## src/rtl/fdas_ifft_pkg.sv

```systemverilog
// Shared constants for the FDAS IFFT back-end: frame geometry defaults,
// sample layout and the overlap-save discard FSM state type.
package fdas_ifft_pkg;

  localparam int unsigned FFT_LEN_DEF = 1024;
  localparam int unsigned OVERLAP_DEF = 420;
  localparam int unsigned SAMPLE_W    = 64;
  localparam int unsigned CHAN_W      = 8;

  localparam int unsigned RE_MSB = 63;
  localparam int unsigned RE_LSB = 32;
  localparam int unsigned IM_MSB = 31;
  localparam int unsigned IM_LSB = 0;

  typedef struct packed {
    logic [RE_MSB-RE_LSB:0] re;
    logic [IM_MSB-IM_LSB:0] im;
  } sample_t;

  typedef enum logic {
    ST_DISCARD = 1'b0,
    ST_PASS    = 1'b1
  } ovlp_state_e;

endpackage

```

## src/rtl/ifft_ovlp_discard.sv

```systemverilog
// Overlap-save discard stage: drops the leading OVERLAP samples of each IFFT
// frame and forwards the rest with bin/sop/eop/frame tags, one cycle latency.
module ifft_ovlp_discard
  import fdas_ifft_pkg::*;
#(
  parameter int unsigned FFT_LEN = FFT_LEN_DEF,
  parameter int unsigned OVERLAP = OVERLAP_DEF,
  parameter int unsigned FRAME_W = 16
) (
  input  logic                       clk,
  input  logic                       rst,
  input  logic                       validIn,
  input  logic [CHAN_W-1:0]          channelIn,
  input  logic [SAMPLE_W-1:0]        d,
  output logic                       validOut,
  output logic [CHAN_W-1:0]          channelOut,
  output logic [SAMPLE_W-1:0]        q,
  output logic [$clog2(FFT_LEN)-1:0] binOut,
  output logic                       sopOut,
  output logic                       eopOut,
  output logic [FRAME_W-1:0]         frameOut,
  output logic                       errOut
);

  localparam int unsigned IDX_W = $clog2(FFT_LEN);
  localparam logic [IDX_W-1:0] LAST_IDX = IDX_W'(FFT_LEN - 1);
  localparam logic [IDX_W-1:0] OVL_IDX  = IDX_W'(OVERLAP);
  // Equals LAST_IDX when OVERLAP is 0, where the frame-end branch wins anyway.
  localparam logic [IDX_W-1:0] OVL_M1   = IDX_W'(OVERLAP + FFT_LEN - 1);
  localparam bit               OVL_ZERO = (OVERLAP == 0);

  ovlp_state_e         state_q, state_d;
  logic [IDX_W-1:0]    idx_q, idx_d;
  logic [CHAN_W-1:0]   chan_q, chan_d;
  logic [FRAME_W-1:0]  frm_q, frm_d;
  logic                err_q, err_d;
  logic                vout_q, vout_d;
  logic                sop_q, sop_d;
  logic                eop_q, eop_d;
  logic [CHAN_W-1:0]   chout_q, chout_d;
  logic [SAMPLE_W-1:0] data_q, data_d;
  logic [IDX_W-1:0]    bin_q, bin_d;
  logic [FRAME_W-1:0]  fout_q, fout_d;

  logic                restart_c;
  logic                pass_c;
  logic [IDX_W-1:0]    idx_eff_c;

  always_ff @(posedge clk) begin
    if (rst) begin
      state_q <= ST_DISCARD;
      idx_q   <= '0;
      chan_q  <= '0;
      frm_q   <= '0;
      err_q   <= 1'b0;
      vout_q  <= 1'b0;
      sop_q   <= 1'b0;
      eop_q   <= 1'b0;
      chout_q <= '0;
      data_q  <= '0;
      bin_q   <= '0;
      fout_q  <= '0;
    end else begin
      state_q <= state_d;
      idx_q   <= idx_d;
      chan_q  <= chan_d;
      frm_q   <= frm_d;
      err_q   <= err_d;
      vout_q  <= vout_d;
      sop_q   <= sop_d;
      eop_q   <= eop_d;
      chout_q <= chout_d;
      data_q  <= data_d;
      bin_q   <= bin_d;
      fout_q  <= fout_d;
    end
  end

  // A channel change mid-frame restarts the frame with this sample as idx 0.
  always_comb begin
    state_d   = state_q;
    idx_d     = idx_q;
    chan_d    = chan_q;
    frm_d     = frm_q;
    err_d     = err_q;
    vout_d    = 1'b0;
    sop_d     = 1'b0;
    eop_d     = 1'b0;
    chout_d   = chout_q;
    data_d    = data_q;
    bin_d     = bin_q;
    fout_d    = fout_q;

    restart_c = validIn && (idx_q != '0) && (channelIn != chan_q);
    idx_eff_c = restart_c ? '0 : idx_q;
    pass_c    = OVL_ZERO || (!restart_c && (state_q == ST_PASS));

    if (validIn) begin
      if (idx_eff_c == '0) chan_d = channelIn;
      if (restart_c) err_d = 1'b1;

      if (pass_c) begin
        vout_d  = 1'b1;
        data_d  = d;
        chout_d = channelIn;
        bin_d   = idx_eff_c - OVL_IDX;
        sop_d   = (idx_eff_c == OVL_IDX);
        eop_d   = (idx_eff_c == LAST_IDX);
        fout_d  = frm_q;
      end

      if (idx_eff_c == LAST_IDX) begin
        idx_d   = '0;
        frm_d   = frm_q + FRAME_W'(1);
        state_d = OVL_ZERO ? ST_PASS : ST_DISCARD;
      end else begin
        idx_d = idx_eff_c + IDX_W'(1);
        if (idx_eff_c == OVL_M1) begin
          state_d = ST_PASS;
        end else if (restart_c) begin
          state_d = OVL_ZERO ? ST_PASS : ST_DISCARD;
        end
      end
    end
  end

  assign validOut   = vout_q;
  assign channelOut = chout_q;
  assign q          = data_q;
  assign binOut     = bin_q;
  assign sopOut     = sop_q;
  assign eopOut     = eop_q;
  assign frameOut   = fout_q;
  assign errOut     = err_q;

endmodule

```

## config.mk

```make
export PLATFORM = sky130hd
export DESIGN_NAME = ifft_ovlp_discard
export DESIGN_NICKNAME = d
export VERILOG_FILES = /design/src/rtl/fdas_ifft_pkg.sv /design/src/rtl/ifft_ovlp_discard.sv
export SDC_FILE = /design/constraint.sdc
export NUM_CORES = 1
export LEC_CHECK = 0
export ABC_AREA = 1
export CAP_MARGIN = 15
export CELL_PAD_IN_SITES_DETAIL_PLACEMENT = 1
export CELL_PAD_IN_SITES_GLOBAL_PLACEMENT = 2
export CORE_MARGIN = 2
export CORE_UTILIZATION = 26
export CTS_BUF_LIST = sky130_fd_sc_hd__clkbuf_4
export CTS_CLUSTER_DIAMETER = 30
export DETAILED_ROUTE_END_ITERATION = 10
export GPL_ROUTABILITY_DRIVEN = 0
export PLACE_DENSITY_LB_ADDON = 0.1
export SLEW_MARGIN = 40
export SYNTH_ARGS = -nofsm -noshare
export SYNTH_HDL_FRONTEND = slang
export SYNTH_SLANG_ARGS = --single-unit
```

## constraint.sdc

```tcl
create_clock -name clk -period 3 [get_ports clk]
set_input_delay 0.6 -clock clk [delete_from_list [all_inputs] [get_ports clk]]
set_output_delay 0.6 -clock clk [all_outputs]
set_load 0.005 [all_outputs]
```

Yosys cells after proc, flatten, opt, wreduce, memory -nomap -nowiden
Index checks and enable logic that the tools add are counted.
{ "op_classes": {"mux": 6, "bitwise_logic": 2, "reduce_logical": 14, "eq_ne": 4, "addsub": 3} }
{ "op_table": {"columns": ["operator", "n"], "rows": [
  ["10-bit by 9-bit equality test with 1-bit output (second input constant)", 2],
  ["10-bit 2-to-1 mux", 2],
  ["16-bit by 1-bit adder with 16-bit output (second input constant)", 1],
  ["10-bit by 1-bit adder with 10-bit output (second input constant)", 1],
  ["10-bit equality test (second input constant)", 1],
  ["10-bit zero test", 1],
  ["2-bit AND reduction", 5],
  ["10-bit nonzero test", 1],
  ["10-bit by 9-bit subtractor with 10-bit output (second input constant)", 1],
  ["8-bit != test", 1],
  ["1-bit 2-to-1 mux", 4],
  ["1-bit logical AND", 3],
  ["3-bit nonzero test", 1],
  ["3-bit OR reduction", 1],
  ["1-bit NOT", 2],
  ["2-bit OR reduction", 1],
  ["1-bit zero test", 1]
]} }
{ "word_totals": {"output_inout_bits": 102, "register_bits": 137, "word_cells": 41, "inputBits": 75} }

Longest topological paths before layout
Gate-level depths: netlist (run 1).
{ "depth": {"depth_word": 7, "ltp_mapped": 19, "ltp_nobuf": 17} }

Worst setup path before layout (run 1)
No wires, ideal clock.
{ "synth_path": {"kind": "input port to flip-flop", "start": "input port channelIn[5]", "end": "register frm_q[11]", "t_required_ps": 2868, "cell_stages": 18, "setup_slack_ps": 627, "path_buffers": 3, "setup_ps": 132, "arrival_ps": 2241, "cell_sequence": "inv_1 nand2_1 nand2_1 nand2_1 nor2_1 nand2_1 nand2_2 buf_6 buf_6 nand2_1 inv_1 ha_1 inv_1 nor2_8 nand4_1 buf_2 nand2_1 a21oi_1"} }
{ "synth_between": {"elab_chain_len": 5} }
{ "synth_lines": {"columns": ["item", "line", "text"], "rows": [
  ["from (decl)", "ifft_ovlp_discard.sv:13", "input logic [CHAN_W-1:0] channelIn,"],
  ["8-bit != test", "ifft_ovlp_discard.sv:94", "restart_c = validIn && (idx_q != '0) && (channelIn != chan_q);"],
  ["1-bit logical AND", "ifft_ovlp_discard.sv:94", null],
  ["10-bit 2-to-1 mux", "ifft_ovlp_discard.sv:95", "idx_eff_c = restart_c ? '0 : idx_q;"],
  ["10-bit equality test", "ifft_ovlp_discard.sv:112", "if (idx_eff_c == LAST_IDX) begin"],
  ["2-bit AND reduction (no source line)", null, null],
  ["to (signal assigned)", "ifft_ovlp_discard.sv:67", "frm_q <= frm_d;"],
  ["to (decl)", "ifft_ovlp_discard.sv:35", "logic [FRAME_W-1:0] frm_q, frm_d;"]
]} }
No other way between the ends.
A chain may end at the register's enable or synchronous reset.

Worst setup path in the final report (run 1)
{ "layout_path": {"start": "input port channelIn[1]", "end": "register sop_q (netlist: sopOut)"} }
{ "layout_between": {"elab_chain_len": 6, "word_cells_on_any_way": 8, "classes_between": "2 x eq/ne; 1 x mux; 1 x bitwise; 4 x reduce/logical"} }
{ "layout_lines": {"columns": ["item", "line", "text"], "rows": [
  ["8-bit != test (*)", "ifft_ovlp_discard.sv:94", null],
  ["1-bit logical AND (*)", "ifft_ovlp_discard.sv:94", null],
  ["branches (longest 4 deep; another with 10-bit 2-to-1 mux)", null, null],
  ["to (signal assigned)", "ifft_ovlp_discard.sv:70", "sop_q <= sop_d;"],
  ["to (decl)", "ifft_ovlp_discard.sv:38", "logic sop_q, sop_d;"]
]} }
Every way passes the cells marked *.

==> impl_metrics.env, run 1 <==
export IMPL_status="completed"
export IMPL_synth_area_leaders="dfxtp_1 (49%), nor2_1 (12%), o21ai_0 (9.7%)"
export IMPL_syn_num_nets=838
export IMPL_placed_area_sq_mm=0.00780
export IMPL_cts_resized=0
export IMPL_via_per_inst=4.57
export IMPL_clk_latency_ns=0.55
export IMPL_netlist_instances=758
export IMPL_max_freq_mhz=382
export IMPL_cts_tree="yes"
export IMPL_slew_viol_final=0
export IMPL_grt_pass1_wl_um=31300
export IMPL_fill_cells=2564
export IMPL_grt_pass1_vias=5992
export IMPL_ys_seq_elements=137
export IMPL_core_sq_mm=0.0212
export IMPL_synth_cell_types=29
export IMPL_cts_buffers=17
export IMPL_synth_commonest_cells="nor2_1 (180), dfxtp_1 (137), o21ai_0 (109)"
export IMPL_die_w_um=151
export IMPL_cts_sinks=137
export IMPL_post_cts_buffers=0
export IMPL_syn_to_final_growth_pct=42.9
export IMPL_leakage_nw=3.27
export IMPL_io_pins=177
export IMPL_drtIter0Drc=186
export IMPL_drive_above_1_share_pct=8.41
export IMPL_worstMarginPinSlew_ns=0.578
export IMPL_finalInstanceArea_sq_mm=0.00806
export IMPL_chipHeight_um=151
export IMPL_hp_class="reg2reg"
export IMPL_ff_latch_area_sq_mm=0.00274
export IMPL_rsz0062_at_grt="false"
export IMPL_die_area_sq_mm=0.0229
export IMPL_max_cap_viol_count=0
export IMPL_synthFlopType="dfxtp_1"
export IMPL_finalCritPeriodShare_pct=87.2
export IMPL_synth_top_area_share_pct=48.7
export IMPL_root_buffer="clkbuf_4"
export IMPL_vias=5603
export IMPL_cp_data_arrival_time_ns=3.11
export IMPL_drtAntennaViolNets=0
export IMPL_grt_max_degree=83
export IMPL_rows=53
export IMPL_critical_path_required_ns=3.49
export IMPL_yosys_area_top_type="dfxtp_1"
export IMPL_synth_seq_area_share_pct=48.7
export IMPL_peakVddDrop_uv=173
export IMPL_skew_ns=0.0221
export IMPL_post_route_util_pct=38.1
export IMPL_synth_enable_flop_cells=0
export IMPL_setup_violations=0
export IMPL_grt_overflow_total=0
export IMPL_critical_path_class="in2reg"
export IMPL_synth_async_reset_ratio_pct=0
export IMPL_grt_antenna_before_repair=1
export IMPL_portBuffers=176
export IMPL_nNetsFinal=1018
export IMPL_yosysMostFrequentCell="nor2_1"
export IMPL_path_max_fanout=15
export IMPL_endpoint_kind="flop"
export IMPL_start_util_pct=26.6
export IMPL_worst_slack_ns=0.384
export IMPL_grt_use_total_pct=17.7
export IMPL_avgSynthCellArea_sq_um=7.44
export IMPL_fin_tns_setup_ns=0
export IMPL_cts_buffer_depth=2
export IMPL_wl_per_cell_um=16.1
export IMPL_multiInputGateArea_sq_mm=0.00252
export IMPL_first_pass_iters=6
export IMPL_min_period_ns=2.62
export IMPL_place_ws_ns=-0.261
export IMPL_drt_drc_violations_left=0
export IMPL_dpl_cell_count=1194
export IMPL_synth_cell_area_sq_mm=0.00564
export IMPL_maxSlewHeadroom_pct=61.1
export IMPL_dpl_hpwl_um=14600
export IMPL_final_hold_violation_count=0
export IMPL_htreeDepth=4
export IMPL_synth_warnings=0
export IMPL_drt_wl_total_um=19800
export IMPL_cts_hold_buffers_added=0
export IMPL_p_per_area_mw_per_mm2=400
export IMPL_fin_cells=1227
export IMPL_startpoint_type="input pin"
export IMPL_path_clk_slew_ns=0.13
## per-layer routing
layer	GRT usage [%]	vias up	wire length [um]
li1	-	2813	-
met1	19.7	2656	8290
met2	32.1	121	10100
met3	5.21	13	1100
met4	5.61	0	271
met5	0	-	0
## flip-flops by register name, summed over array words and instances (netlist names), 8 cells and up
signal      cells
q              64
frameOut       16
frm_q          16
binOut         10
idx_q          10
chan_q          8
channelOut      8
## per-stage QoR
| step | hold slack, ns | power [mW] |
|---|---|---|
| finish | 0.480 | 3.22 |
| global route | 0.514 | 3.40 |
| CTS | 0.489 | 3.29 |
| detailed placement | 0.469 | 2.11 |
| global placement | 0.452 | 2.11 |
| floorplan | 0.444 | 1.97 |
## cell families after synthesis
family	Yosys count	share of synthesized area (%)
and+or+nand+nor	344	26.2
AOI/OAI and AO/OA	163	14.6
DFF	137	48.7
buffers and inverters	91	6.66
xor gates and xnor gates	18	2.80
adders and majority gates	5	1.11
## cell usage in the layout (no fill, tap or decap), drive strengths merged, types with 7 or more instances in the layout
cell type      count
nor2             191
inv               52
clkinv             7
xnor2              9
a21oi             50
nand3             31
clkdlybuf4s50    176
xor2               9
nor3               8
nand4              8
o21ai            110
nand2            101
clkbuf            17
dfxtp            137
buf               25
## power by group
group,leakage (nW),internal [mW],switching (mW)
logic,2.04,0.123,0.0997
registers,1.11,1.83,0.0114
clock network,0.124,0.408,0.745
total,3.27,2.36,0.856
## critical path, cell delays in order
cell and delay, ns:
clkdlybuf4s50_1 0.45, inv_1 0.10, nand2_1 0.07, nand2_1 0.07
nand2_1 0.06, nor2_1 0.09, nand2_1 0.11, nand2_2 0.11
buf_4 0.23, nand2_1 0.12, nor2_4 0.24, nand2_1 0.14
nor4_1 0.52, buf_4 0.20
## final timing paths
| kind | start | endpoint | slack [ns] | cells after the start |
|---|---|---|---|---|
| setup / recovery | channelIn[1] | sopOut | 0.38 | 14 |
| setup reg to reg | idx_q[2] | sopOut | 0.53 | 11 |
| hold / removal | chan_q[6] | chan_q[6] | 0.48 | 2 |
| hold reg to reg | chan_q[6] | chan_q[6] | 0.48 | 2 |
## final cells by class
| class | count | share of cell area, % |
|---|---|---|
| flip-flops and latches | 137 | 34.0 |
| clock inverters | 15 | 1.60 |
| multi-input cells | 530 | 31.3 |
| well taps | 275 | 4.27 |
| diodes | 1 | 0.0311 |
| inverters | 51 | 2.39 |
| clock buffers | 17 | 1.58 |
| repair buffers | 201 | 24.8 |
(Power assumes the default switching activity.)
==> run 2: changes to the inputs <==
--- a/config.mk
+++ b/config.mk
@@ -9,7 +9,7 @@
 export CAP_MARGIN = 15
 export CELL_PAD_IN_SITES_DETAIL_PLACEMENT = 1
 export CELL_PAD_IN_SITES_GLOBAL_PLACEMENT = 2
-export CORE_MARGIN = 2
+export CORE_MARGIN = 3
 export CORE_UTILIZATION = 26
 export CTS_BUF_LIST = sky130_fd_sc_hd__clkbuf_4
 export CTS_CLUSTER_DIAMETER = 30
==> impl_metrics.env, run 2 (synthesis gave the netlist of run 1 again) <==
export IMPL_cts_sinks=137
export IMPL_status="completed"
export IMPL_startpoint_type="input pin"
export IMPL_grt_pass1_wl_um=32200
export IMPL_crit_chain="clkdlybuf4s50_1 -> inv_1 -> nand2_1 -> nand2_1 -> nand2_1 -> nor2_1 -> nand2_1 -> nand2_2 -> buf_4 -> inv_2 -> nor2_2 -> nand3_1 -> nor4_1 -> buf_4"
export IMPL_via_per_inst=4.59
export IMPL_critical_path_required_ns=3.47
export IMPL_leakage_nw=3.30
export IMPL_endpoint_kind="flop"
export IMPL_post_cts_buffers=0
export IMPL_maxSlewHeadroom_pct=63.9
export IMPL_finalCritPeriodShare_pct=86.1
export IMPL_chipHeight_um=153
export IMPL_cts_buffers=17
export IMPL_grt_antenna_before_repair=1
export IMPL_grt_pass1_vias=6100
export IMPL_peakVddDrop_uv=197
export IMPL_max_freq_mhz=387
export IMPL_vias=5636
export IMPL_core_sq_mm=0.0212
export IMPL_rsz0062_at_grt="false"
export IMPL_rows=53
export IMPL_final_common_cell="nor2_1"
export IMPL_slew_viol_final=0
export IMPL_p_per_area_mw_per_mm2=413
export IMPL_pwr_share_seq_pct=55.1
export IMPL_clk_latency_ns=0.53
export IMPL_max_cap_viol_count=0
export IMPL_dr_wl_met3_um=1180
export IMPL_p_sw_share_pct=24.3
export IMPL_drtAntennaViolNets=0
export IMPL_comb_power_share_pct=6.7
export IMPL_cp_slowest_stage_delay_ns=0.46
export IMPL_top_layer_used="met4"
export IMPL_start_util_pct=26.6
export IMPL_grt_use_total_pct=16.9
export IMPL_internal_power_mw=2.53
export IMPL_root_buffer="clkbuf_4"
export IMPL_hold_ws_ns=0.481
export IMPL_drt_wl_total_um=20100
export IMPL_slowest_stage="clkdlybuf4s50_1"
export IMPL_final_hold_violation_count=0
export IMPL_drive_above_1_share_pct=8.19
export IMPL_path_clk_slew_ns=0.12
export IMPL_final_cell_mix="nor2_1 (180), clkdlybuf4s50_1 (176), dfxtp_1 (137)"
export IMPL_dpl_hpwl_um=14900
export IMPL_portBuffers=176
export IMPL_dpl_cell_count=1195
export IMPL_cpMostUsedCell="nand2_1"
export IMPL_io_pins=177
export IMPL_htreeDepth=4
export IMPL_cts_hold_buffers_added=0
export IMPL_cp_data_arrival_time_ns=3.05
export IMPL_fill_cells=2576
export IMPL_path_max_fanout=17
export IMPL_setup_violations=0
export IMPL_hold_depth=2
export IMPL_cts_buffer_depth=2
export IMPL_m1WireLength_um=8340
export IMPL_cts_tree="yes"
export IMPL_grt_overflow_total=0
export IMPL_worstMarginPinSlew_ns=0.536
export IMPL_nNetsFinal=1019
export IMPL_ff2ff_path_depth=11
export IMPL_p_clk_share_pct=38.2
export IMPL_min_period_ns=2.58
export IMPL_grt_max_degree=64
export IMPL_fin_cells=1228
export IMPL_p_sw_uw=811
export IMPL_fin_tns_setup_ns=0
export IMPL_cts_resized=0
export IMPL_skew_ns=0.0206
export IMPL_drtIter0Drc=210
export IMPL_critical_path_class="in2reg"
export IMPL_die_area_sq_mm=0.0235
export IMPL_drt_drc_violations_left=0
export IMPL_die_w_um=153
export IMPL_hp_class="reg2reg"
export IMPL_largest_register_ffs=64
export IMPL_syn_to_final_growth_pct=43.7
export IMPL_wl_per_cell_um=16.4
export IMPL_wl_met2_um=10300
export IMPL_first_pass_iters=4
## run 2: changes by cell type in the layout (fill, tap and decap cells not counted), sizes merged
| cell | previous run | this run |
|---|---|---|
| buf | 25 | 26 |
| bufinv | 1 | 3 |
| clkbuf | 17 | 18 |
| clkinv | 7 | 8 |
| clkinvlp | 6 | 3 |
| inv | 52 | 51 |
## run 2: stage by stage
stage | utilization (%) | instance area (sq um) | setup WS, ns | total power [mW]
floorplan | - | 5640 | 0.627 | 1.97
global placement | 36.9 | 7800 | -0.0891 | 2.11
detailed placement | 36.9 | 7800 | -0.128 | 2.11
CTS | 38.3 | 8100 | 0.438 | 3.41
global route | 38.3 | 8100 | 0.293 | 3.51
finish | 38.3 | 8100 | 0.417 | 3.34
## run 2: routing by layer
layer,vias up,track usage (%)
li1,2805,-
met1,2688,19.2
met2,127,30.4
met3,16,5.35
met4,0,4.54
met5,-,0
## run 2: final timing paths
kind / from / endpoint / slack, ns
max reg2reg: idx_q[3] / sopOut / 0.58
max: channelIn[5] / sopOut / 0.42
min: chan_q[4] / chan_q[4] / 0.48
min reg2reg: chan_q[4] / chan_q[4] / 0.48
## run 2: power groups by stage
stage	logic (mW)	clock network, mW	registers (mW)
floorplan	0.0889	0	1.88
global placement	0.222	0	1.88
detailed placement	0.227	0	1.88
CTS	0.228	1.34	1.84
global route	0.247	1.41	1.85
finish	0.225	1.28	1.84
## run 2: cell type report
| type | count | area [sq um] | area share (%) |
|---|---|---|---|
| Multi-Input combinational cell | 530 | 2520 | 31.1 |
| Tap cell | 275 | 344 | 4.25 |
| Clock buffer | 18 | 135 | 1.67 |
| Sequential cell | 137 | 2740 | 33.9 |
| Inverter | 51 | 193 | 2.38 |
| Clock inverter | 14 | 155 | 1.92 |
| Antenna cell | 1 | 2.50 | 0.0309 |
| Timing Repair Buffer | 202 | 2010 | 24.8 |
## run 2: worst max-delay path, delay by kind of cell
kind | cells | cell delay [ns]
buf+inv | 5 | 1.09
simple gates | 9 | 1.35
